## src/rtl/mipd_delay_meter.sv

```systemverilog
// rtl/mipd_delay_meter.sv - measures stimulus-to-response propagation delay in clock cycles
module mipd_delay_meter #(
    parameter int CNT_W       = 16,
    parameter int TIMEOUT     = 1000,
    parameter int SYNC_STAGES = 2
) (
    input  logic             clk,
    input  logic             rst_n,
    input  logic             arm,
    input  logic             clr_stats,
    input  logic             stim_in,
    input  logic             resp_in,
    output logic             busy,
    output logic             meas_valid,
    output logic [CNT_W-1:0] meas_delay,
    output logic             meas_rise,
    output logic             meas_timeout,
    output logic [CNT_W-1:0] rise_max,
    output logic [CNT_W-1:0] fall_max
);

    typedef enum logic [1:0] {IDLE, WAIT_STIM, COUNT, REPORT} state_t;

    localparam logic [CNT_W-1:0] CNT_LAST    = CNT_W'(TIMEOUT - 1);
    localparam logic [CNT_W-1:0] TIMEOUT_VAL = CNT_W'(TIMEOUT);

    state_t                 state;
    logic [SYNC_STAGES-1:0] stim_sync;
    logic [SYNC_STAGES-1:0] resp_sync;
    logic                   s_stim;
    logic                   s_resp;
    logic                   resp_dly;
    logic                   stim_ref;
    logic                   resp_ref;
    logic [CNT_W-1:0]       cnt;

    assign s_stim = stim_sync[SYNC_STAGES-1];
    assign s_resp = resp_sync[SYNC_STAGES-1];

    // resp_dly lags s_resp by one cycle so that the COUNT state, entered one
    // cycle after the stimulus edge is seen, still measures delay from that edge;
    // it also gives resp_ref the pre-edge level when both edges coincide.
    always_ff @(posedge clk or negedge rst_n) begin
        if (!rst_n) begin
            stim_sync <= '0;
            resp_sync <= '0;
            resp_dly  <= 1'b0;
        end else begin
            stim_sync <= {stim_sync[SYNC_STAGES-2:0], stim_in};
            resp_sync <= {resp_sync[SYNC_STAGES-2:0], resp_in};
            resp_dly  <= s_resp;
        end
    end

    always_ff @(posedge clk or negedge rst_n) begin
        if (!rst_n) begin
            state        <= IDLE;
            busy         <= 1'b0;
            meas_valid   <= 1'b0;
            meas_delay   <= '0;
            meas_rise    <= 1'b0;
            meas_timeout <= 1'b0;
            rise_max     <= '0;
            fall_max     <= '0;
            stim_ref     <= 1'b0;
            resp_ref     <= 1'b0;
            cnt          <= '0;
        end else begin
            meas_valid <= 1'b0;
            case (state)
                IDLE, REPORT: begin
                    if (arm) begin
                        state    <= WAIT_STIM;
                        busy     <= 1'b1;
                        stim_ref <= s_stim;
                    end else begin
                        state <= IDLE;
                    end
                end
                WAIT_STIM: begin
                    if (s_stim != stim_ref) begin
                        state    <= COUNT;
                        resp_ref <= resp_dly;
                        cnt      <= '0;
                    end
                end
                COUNT: begin
                    if (resp_dly != resp_ref) begin
                        state        <= REPORT;
                        busy         <= 1'b0;
                        meas_valid   <= 1'b1;
                        meas_delay   <= cnt;
                        meas_rise    <= resp_dly;
                        meas_timeout <= 1'b0;
                        if (resp_dly && cnt > rise_max)
                            rise_max <= cnt;
                        if (!resp_dly && cnt > fall_max)
                            fall_max <= cnt;
                    end else if (cnt == CNT_LAST) begin
                        state        <= REPORT;
                        busy         <= 1'b0;
                        meas_valid   <= 1'b1;
                        meas_delay   <= TIMEOUT_VAL;
                        meas_rise    <= resp_dly;
                        meas_timeout <= 1'b1;
                    end else begin
                        cnt <= cnt + 1'b1;
                    end
                end
                default: state <= IDLE;
            endcase
            // Placed last so a clear overrides a coincident statistics update.
            if (clr_stats) begin
                rise_max <= '0;
                fall_max <= '0;
            end
        end
    end

endmodule

```

## config.mk

```make
export PLATFORM = sky130hd
export DESIGN_NAME = mipd_delay_meter
export DESIGN_NICKNAME = d
export VERILOG_FILES = /design/src/rtl/mipd_delay_meter.sv
export SDC_FILE = /design/constraint.sdc
export NUM_CORES = 1
export LEC_CHECK = 0
export BUFFER_PORTS_ARGS = -buffer_cell sky130_fd_sc_hd__buf_2
export CAP_MARGIN = 5
export CORE_MARGIN = 3
export CORE_UTILIZATION = 58
export CTS_CLUSTER_DIAMETER = 40
export DETAILED_ROUTE_END_ITERATION = 16
export MAX_ROUTING_LAYER = met4
export PLACE_DENSITY_LB_ADDON = 0.12
export SYNTH_ARGS = -nofsm -noshare
export SYNTH_HDL_FRONTEND = slang
export SYNTH_SLANG_ARGS = --single-unit
```

## constraint.sdc

```tcl
create_clock -name clk -period 2.7 [get_ports clk]
set_clock_uncertainty 0.1 [all_clocks]
set_input_delay 0.135 -clock clk [delete_from_list [all_inputs] [get_ports clk]]
set_output_delay 0.135 -clock clk [all_outputs]
set_load 0.03 [all_outputs]
```

# After elaboration in Yosys (flattened, before gate mapping)
# Cells that the tools add are included.
word_totals:
  ff_bits: 77
  output_inout_bits: 52
  word_cells: 78
op_classes:
  addsub: 1
  magnitude_cmp: 2
  eq_ne: 11
  mux: 30
  reduce_logical: 20
ops:
  columns: ["op", "count"]
  rows:
  - ["16-bit two-way mux", 13]
  - ["16-bit > comparator", 2]
  - ["16-bit one-hot mux with 2 select lines", 1]
  - ["16-bit by 1-bit adder with 16-bit output, second input constant", 1]
  - ["16-bit by 10-bit == test with 1-bit output, second input constant", 1]
  - ["2-bit nonzero test", 7]
  - ["1-bit two-way mux", 11]
  - ["3-bit AND reduction", 3]
  - ["2-bit != test, second input constant", 4]
  - ["2-bit AND reduction", 4]
  - ["2-bit two-way mux", 3]
  - ["2-bit one-hot mux with 3 select lines", 1]
  - ["2-bit == test, second input constant", 2]
  - ["4-bit AND reduction", 1]
  - ["3-bit != test, second input constant", 1]
  - ["2-bit by 1-bit == test with 1-bit output, second input constant", 1]
  - ["1-bit logical AND", 2]
  - ["2-bit logical NOT", 1]
  - ["1-bit != test", 2]
  - ["1-bit one-hot mux with 2 select lines", 1]
  - ["2-bit OR reduction", 1]
  - ["1-bit logical NOT", 1]

# Depth between registers and ports, before layout
# Gate-level depths: netlist (run 1).
depth:
  depth_word: 6
  mapped_depth: 9
  mapped_depth_nobuf: 7

# Least setup slack after synthesis (run 1)
# OpenSTA, ideal clock, no wires.
synth_path:
  path_type: "register to register"
  from: "register fall_max[14]"
  to: "register fall_max[0]"
  setup_time_ns: 0.079
  arrival_time_ns: 2.302
  path_slack_ns: 0.219
  stages_incl_launch_ff: 9
  n_path_buf: 1
  cell_sequence: "dfrtp_1 inv_1 ha_1 nand4_1 nor4_1 or3_1 a31oi_2 buf_4 mux2i_1"
synth_via:
  elab_chain_cells: 4
synth_lines:
  columns: ["item", "line_no", "rtl"]
  rows:
  - ["start, declared", "19", "output logic [CNT_W-1:0] fall_max"]
  - ["start signal, assigned", "98", "fall_max <= cnt;"]
  - ["16-bit > comparator", "97", "if (!resp_dly && cnt > fall_max)"]
  - ["1-bit logical AND", "97", null]
  - ["2-bit nonzero test (no line)", null, null]
  - ["3-bit AND reduction (no line)", null, null]
# No other way between the ends.
# A chain may end at the register's enable or synchronous reset.

# Final worst setup path (run 1)
layout_path:
  from: "register cnt[1]"
  to: "register cnt[13]"
layout_via:
  elab_chain_cells: 4
  elab_cells_between_ends: 7
layout_lines:
  columns: ["item", "line_no", "rtl"]
  rows:
  - ["start, declared", "35", "logic [CNT_W-1:0] cnt;"]
  - ["start signal, assigned", "107", "cnt <= cnt + 1'b1;"]
  - ["16-bit by 1-bit adder with 16-bit output", "107", null]
  - ["16-bit two-way mux", "99", "end else if (cnt == CNT_LAST) begin"]
  - ["16-bit two-way mux", "88", "if (resp_dly != resp_ref) begin"]
  - ["16-bit one-hot mux with 2 select lines", "70", "case (state)"]
# Parallel ways exist; a longest one is shown, timed or not. The select of a mux whose other input is x is not followed.

==> metrics.cfg, run 1 <==
[outcome]
status=complete, no violations

[sta]
setup_slack_ps=273
slew_violations=0
max_freq_ghz=0.412
fin_tns_setup_ps=0
holdWs_ps=41.2
relSlewSlack_pct=36.1
worst_pin_slew_ps=958
setup_violations=0
period_needed_ps=2430
fin_crit_sh_pct=89.9
rsz0062_at_grt=false
hold_viol_final=0

[global_route]
grt_first_pass_wirelength_um=16300
grt_usage_pct=25.1
grt_antenna_before_repair=0
grt-ovfl-total=0
grt_max_degree=78
grt_pass1_vias=3261

[pwr]
totalPowerFinal_mw=3.49
seqPwrFrac_pct=40.9
switching_share_pct=37.8
switching_power_mw=1.32
combinationalPowerShare_pct=33.5
peakVddDrop_mv=0.568
p_int_mw=2.17
p_leak_nw=2.33
powerDensity_nw_per_um2=702
p_clk_share_pct=25.6

[critical_path]
crit_slowest_cell=or4_1
cp_slowest_stage_delay_ps=580
critPathLaunch=cnt[1]
crit_family=simple AND/OR/NAND/NOR gates
cp.depth=6
cp-end-kind=flop
worstReg2RegEnd=cnt[13]
cp-endpoint=cnt[13]
path_cells=ha_1, nand3_1, nor3_1, a211o_1, or4_1, a21oi_1
reg2reg_setup_slack_ps=270
start_kind=flop
cp_num_buf_inv=0
required_ps=2890
crit_arrival_ps=2620
r2r_cells=6
cp_max_fo=18
crit_type=reg -> reg
r2r-start=cnt[1]

[clock_network]
root_buffer=clkbuf_8
clock_path_buffers=2
clk_pin_slew_worst_paths_ps=90
cts_sinks=77
cts_htree_levels=3
cts-buffers-inserted=9
cts_tree=yes
clk_latency_ps=360

[placed_design]
dpl.cell_count=582
dp_hpwl_um=6970
io_buffers=57
place.gp.congestion=0.925
pre_cts_slack_ps=326
dpl-instance-area_um2=4740

[routing]
vias=3405
ant_nets=0
avgViaCountPerCell=5.67
drc_errors=0
drt-wirelength-per-cell_um=16.2
drtIter0Drc=230
firstDrtPassIters=4
drt_wl_total_um=9760

[final_layout]
syn_to_final_growth_pct=14.5
drive_gt1_share_pct=18.4
final_cell_area_um2=4970
antenna_cells=0
post-route-util_pct=70.8
layout.nets=541
finalNonFillerCells=601

[yosys]
synth_edf_count=0
yosysUniqueCellTypes=46
yosys.area.top_type_share_pct=44.4
synthTopCellsByArea=dfrtp_1 44%, ha_1 10%, mux2i_1 7.8%
avgSynthCellArea_um2=9.93
ys_ff_latch=77
synth_top_cell_by_area=dfrtp_1
synth_most_common_cell=dfrtp_1
synth_common_cells=77 x dfrtp_1, 50 x nand2b_1, 43 x nand2_1
async_flop_share_pct=100
syn-cell-area_um2=4340
syn_inst=437
synth_seq_area_share_pct=44.4
yosysWarnings=0
syn_nets=478
synthFlopType=dfrtp_1

[floorplan]
core_area_um2=7020
start_util_pct=61.8
die_h_um=92.5
rows=30
fp.dieW_um=92.5
io_pins=58
die_area_um2=8560

[hold_path]
min_path_cells=3
hold_class=in -> reg

[run]
cap_violations=0

-- timing repair --
action | 4_1_cts | 5_1_grt
endpoints found under the hold margin | 79 | 0
hold buffers | 3 | 0
setup buffers | 0 | 0
resized for setup | 0 | 0
-- layout by cell type (no fill, tap or decap), types with 2 or more instances in the layout --
master         count
inv_1             39
dlygate4sd3_1      3
inv_6              2
buf_4             10
clkbuf_8           9
nor2_1            17
nor2b_1            3
a21oi_1           17
a2111o_1           2
a22oi_1            2
buf_2             56
mux2i_1           34
mux2_2             4
and2_1             2
nand2_1           43
and3_1             3
a31oi_2            2
or4_1              5
nand4_1           14
ha_1              35
dfrtp_1           77
nand3_1            9
o21ai_0           18
o31ai_1            8
nand2b_1          50
o211ai_1           6
xor2_1             7
o21ai_1            3
or3_1              2
-- worst min-delay path by stage --
stage / from / endpoint / slack (ps)
2_1_floorplan: rst_n / busy / -260
3_3_place_gp: resp_in / resp_sync[0] / 140
3_5_place_dp: stim_in / stim_sync[0] / 150
4_1_cts: arm / stim_ref / 40
5_1_grt: arm / stim_ref / 40
6_report: arm / stim_ref / 40
-- per-layer routing --
| metal | track usage (%) | wire length (um) | part of all wire [%] | vias up |
|---|---|---|---|---|
| met5 | - | 0 | 0 | - |
| met4 | 7.30 | 196 | 2.0 | 0 |
| met3 | 4.79 | 544 | 5.6 | 17 |
| met2 | 38.0 | 4540 | 46 | 99 |
| met1 | 34.5 | 4480 | 46 | 1654 |
| li1 | - | - | - | 1635 |
-- worst min-delay path, cell delays in order --
cell,delay (ps)
buf_2,110
nand2_1,80
mux2_2,150
-- cell type report --
class / count / area [um2]
Tap cell: 96 / 120
Timing Repair Buffer: 70 / 405
Clock buffer: 10 / 128
Clock inverter: 6 / 68.8
Fill cell: 603 / 2050
Multi-Input combinational cell: 303 / 2170
Sequential cell: 77 / 1930
Inverter: 39 / 146
-- power groups by stage --
stage / Clock (mW) / Sequential, mW / Combinational (mW)
detailed placement: 0 / 1.45 / 1.16
global route: 0.961 / 1.45 / 1.28
floorplan: 0 / 1.58 / 0.693
CTS: 0.904 / 1.42 / 1.17
finish: 0.894 / 1.43 / 1.17
global placement: 0 / 1.44 / 1.13
-- flip-flops by register name, summed over array words and instances (netlist names), 2 cells and up --
name	count
meas_delay	16
resp_sync	2
state	2
rise_max	16
stim_sync	2
cnt	16
fall_max	16
-- cell families (layout without fill, tap and decap cells) --
logic type               count (synthesis)  in the layout  share of synthesized area [%]
multiplexers                            39             39                           9.14
buffers and inverters                   57            125                           5.53
AO/OA/AOI/OAI                           65             65                           9.51
AND/OR/NAND/NOR                        155            155                           19.1
XOR/XNOR                                 9              9                           2.25
adder cells (fa/ha/maj)                 35             35                           10.1
flip-flops                              77             77                           44.4
Power figures use the tool's default switching activity.
==> run 2, diff against run 1 <==
--- a/config.mk
+++ b/config.mk
@@ -8,7 +8,7 @@
 export BUFFER_PORTS_ARGS = -buffer_cell sky130_fd_sc_hd__buf_2
 export CAP_MARGIN = 5
 export CORE_MARGIN = 3
-export CORE_UTILIZATION = 58
+export CORE_UTILIZATION = 52
 export CTS_CLUSTER_DIAMETER = 40
 export DETAILED_ROUTE_END_ITERATION = 16
 export MAX_ROUTING_LAYER = met4
==> constraint.sdc (replaced) <==
create_clock -name clk -period 2.21 [get_ports clk]
set_clock_uncertainty 0.1 [all_clocks]
set_input_delay 0.1105 -clock clk [delete_from_list [all_inputs] [get_ports clk]]
set_output_delay 0.1105 -clock clk [all_outputs]
set_load 0.03 [all_outputs]
==> run 2 against run 1 <==
Net effect:
- the run now ends with setup timing left
- cell count up 10%
- non-clock buffer count grew 55
- sequential power grew 19%
- design area up 16%
- highest routed layer unchanged
- fmax rose by 5.2%
- setup slack worse by 370 ps
- hold slack got worse by 14 ps
- largest power group is now combinational logic
- die area up 11%
- register-to-register slack worse by 370 ps
- critical endpoint is now fall_max[12]
- sequential share of layout area decreased by 4.8 points
- global-route usage fell by 0.45 points
- combinational power increased by 59%
==> metrics.cfg, run 2 (synthesis gave the netlist of run 1 again) <==
[final_layout]
layout.nets=596  ; +10%
syn_to_final_growth_pct=33.0
final.fill_count=575  ; -4.6%
finalNonFillerCells=662  ; +10%
final_cell_mix=56 x buf_2, 50 x nand2b_1, 49 x dfrtp_1, 48 x buf_4, 42 x nand2_1
final_cell_area_um2=5770  ; +16%
antenna_cells=0  ; unchanged
drive_gt1_share_pct=36.1  ; +18 points
post-route-util_pct=72.8  ; +2.0 points
final_common_cell=buf_2

[floorplan]
die_h_um=97.4  ; +5.2%
io_pins=58  ; unchanged
rows=32  ; +6.7%
start_util_pct=54.8  ; -7.1 points
fp.dieW_um=97.4  ; +5.2%
die_area_um2=9480  ; +11%
core_area_um2=7930  ; +13%

[placed_design]
dpl.cell_count=629  ; +8.1%
dp_hpwl_um=7750  ; +11%
pre_cts_slack_ps=-266  ; -592 ps
io_buffers=57  ; unchanged
place.gp.congestion=0.858  ; -7.1%
dpl-instance-area_um2=5150  ; +8.5%

[sta]
period_needed_ps=2310  ; -119 ps
worst_pin_slew_ps=598  ; -360 ps
fin_crit_sh_pct=104  ; +15 points
slew_violations=0  ; unchanged
hold_viol_final=0  ; unchanged
holdWs_ps=27.0  ; -14.2 ps
fin_tns_setup_ps=-1590  ; -1590 ps
max_freq_ghz=0.433  ; +5.2%
setup_violations=32  ; +32
relSlewSlack_pct=60.1  ; +24 points
setup_slack_ps=-97.2  ; -371 ps
rsz0062_at_grt=true

[routing]
drc_errors=0  ; unchanged
firstDrtPassIters=4  ; unchanged
ant_nets=0  ; unchanged
drt-wirelength-per-cell_um=16.9  ; +3.9%
drtIter0Drc=184  ; -20%
vias=3710  ; +9.0%
drt_wl_total_um=11200  ; +14%
avgViaCountPerCell=5.60  ; -1.1%

[global_route]
grt_max_degree=49  ; -37%
grt_usage_pct=24.6  ; -0.45 points
grt_pass1_vias=3732  ; +14%
grt_antenna_before_repair=0  ; unchanged
grt_first_pass_wirelength_um=18500  ; +14%
grt-ovfl-total=0  ; unchanged

[clock_network]
cts_sinks=77  ; unchanged
cts_htree_levels=3  ; unchanged
clk_latency_ps=350  ; about the same
cts-buffers-inserted=9  ; unchanged
clk_pin_slew_worst_paths_ps=80  ; about the same
cts_tree=yes
clock_path_buffers=2  ; unchanged
root_buffer=clkbuf_8

[critical_path]
r2r-start=cnt[12]
required_ps=2380  ; -510 ps
crit_type=reg -> reg
start_kind=flop
critPathLaunch=cnt[12]
crit_arrival_ps=2480  ; -140 ps
cp_max_fo=8  ; -10
cp-end-kind=flop

[hold_path]
hold_class=in -> reg
hp-start=arm

[run]
cap_violations=0  ; unchanged

[pwr]
peakVddDrop_mv=0.672  ; +18%
powerDensity_nw_per_um2=826  ; +18%
totalPowerFinal_mw=4.77  ; +37%
p_leak_nw=2.65  ; +14%

[outcome]
failed_checks=setup timing
status=finished, violations left

==> run 2: cell types whose count changed in the layout (fill, tap and decap cells not counted), moves of 2 or more <==
cell	previous run	this run
inv_1	39	36
ha_4	0	10
ha_1	35	25
a31oi_4	0	3
inv_2	0	3
nor2b_1	3	1
buf_4	10	48
or4_4	1	3
dfrtp_1	77	49
a31oi_2	2	0
buf_6	0	15
or4_1	5	3
dfrtp_2	0	28
==> run 2: final timing paths <==
kind	end	slack [ps]	cells past startpoint
max in group asynchronous	rise_max[1]	1200	3
worst max-delay path	fall_max[12]	-100	7
worst min register to register	stim_sync[1]	250	0
min in group asynchronous	fall_max[12]	180	2
worst max register to register	fall_max[12]	-100	7
worst min-delay path	stim_ref	30	3
==> run 2: cell type report <==
class | instances | area (um2) | share of cell area [%]
multi-input cells | 303 | 2410 | 41.7
flip-flops and latches | 77 | 1960 | 34.0
repair buffers | 125 | 907 | 15.7
inverters | 39 | 146 | 2.54
clock buffers | 11 | 141 | 2.45
well taps | 102 | 128 | 2.21
clock inverters | 5 | 82.6 | 1.43
==> run 2: repair_timing <==
item | in CTS | in global routing
hold buffers | 3 | 0
hold endpoints to repair | 40 | 0
cloned | 1 | 0
resized for setup | 23 | 21
setup endpoints to repair | 41 | 50
pin swaps | 8 | 9
setup buffers | 8 | 6
==> run 2: layer usage <==
metal	vias to the layer above	share of wire (%)	global-route usage [%]
met4	0	2.7	9.27
li1	1744	-	-
met5	-	0	-
met1	1826	45	32.4
met2	107	48	38.3
met3	33	4.1	4.31
==> run 2: critical path, stage by stage, from the launching register on <==
cell and delay [ps]:
dfrtp_1 430, buf_6 140, ha_4 240, nand4_1 230, a2111o_1 410, a31oi_4 280, buf_12 190, mux2i_1 200
==> run 2: where the power goes <==
group,switching [mW],internal (mW)
clock,0.534,0.672
sequential,0.123,1.58
combinational,1.06,0.798
total,1.72,3.05
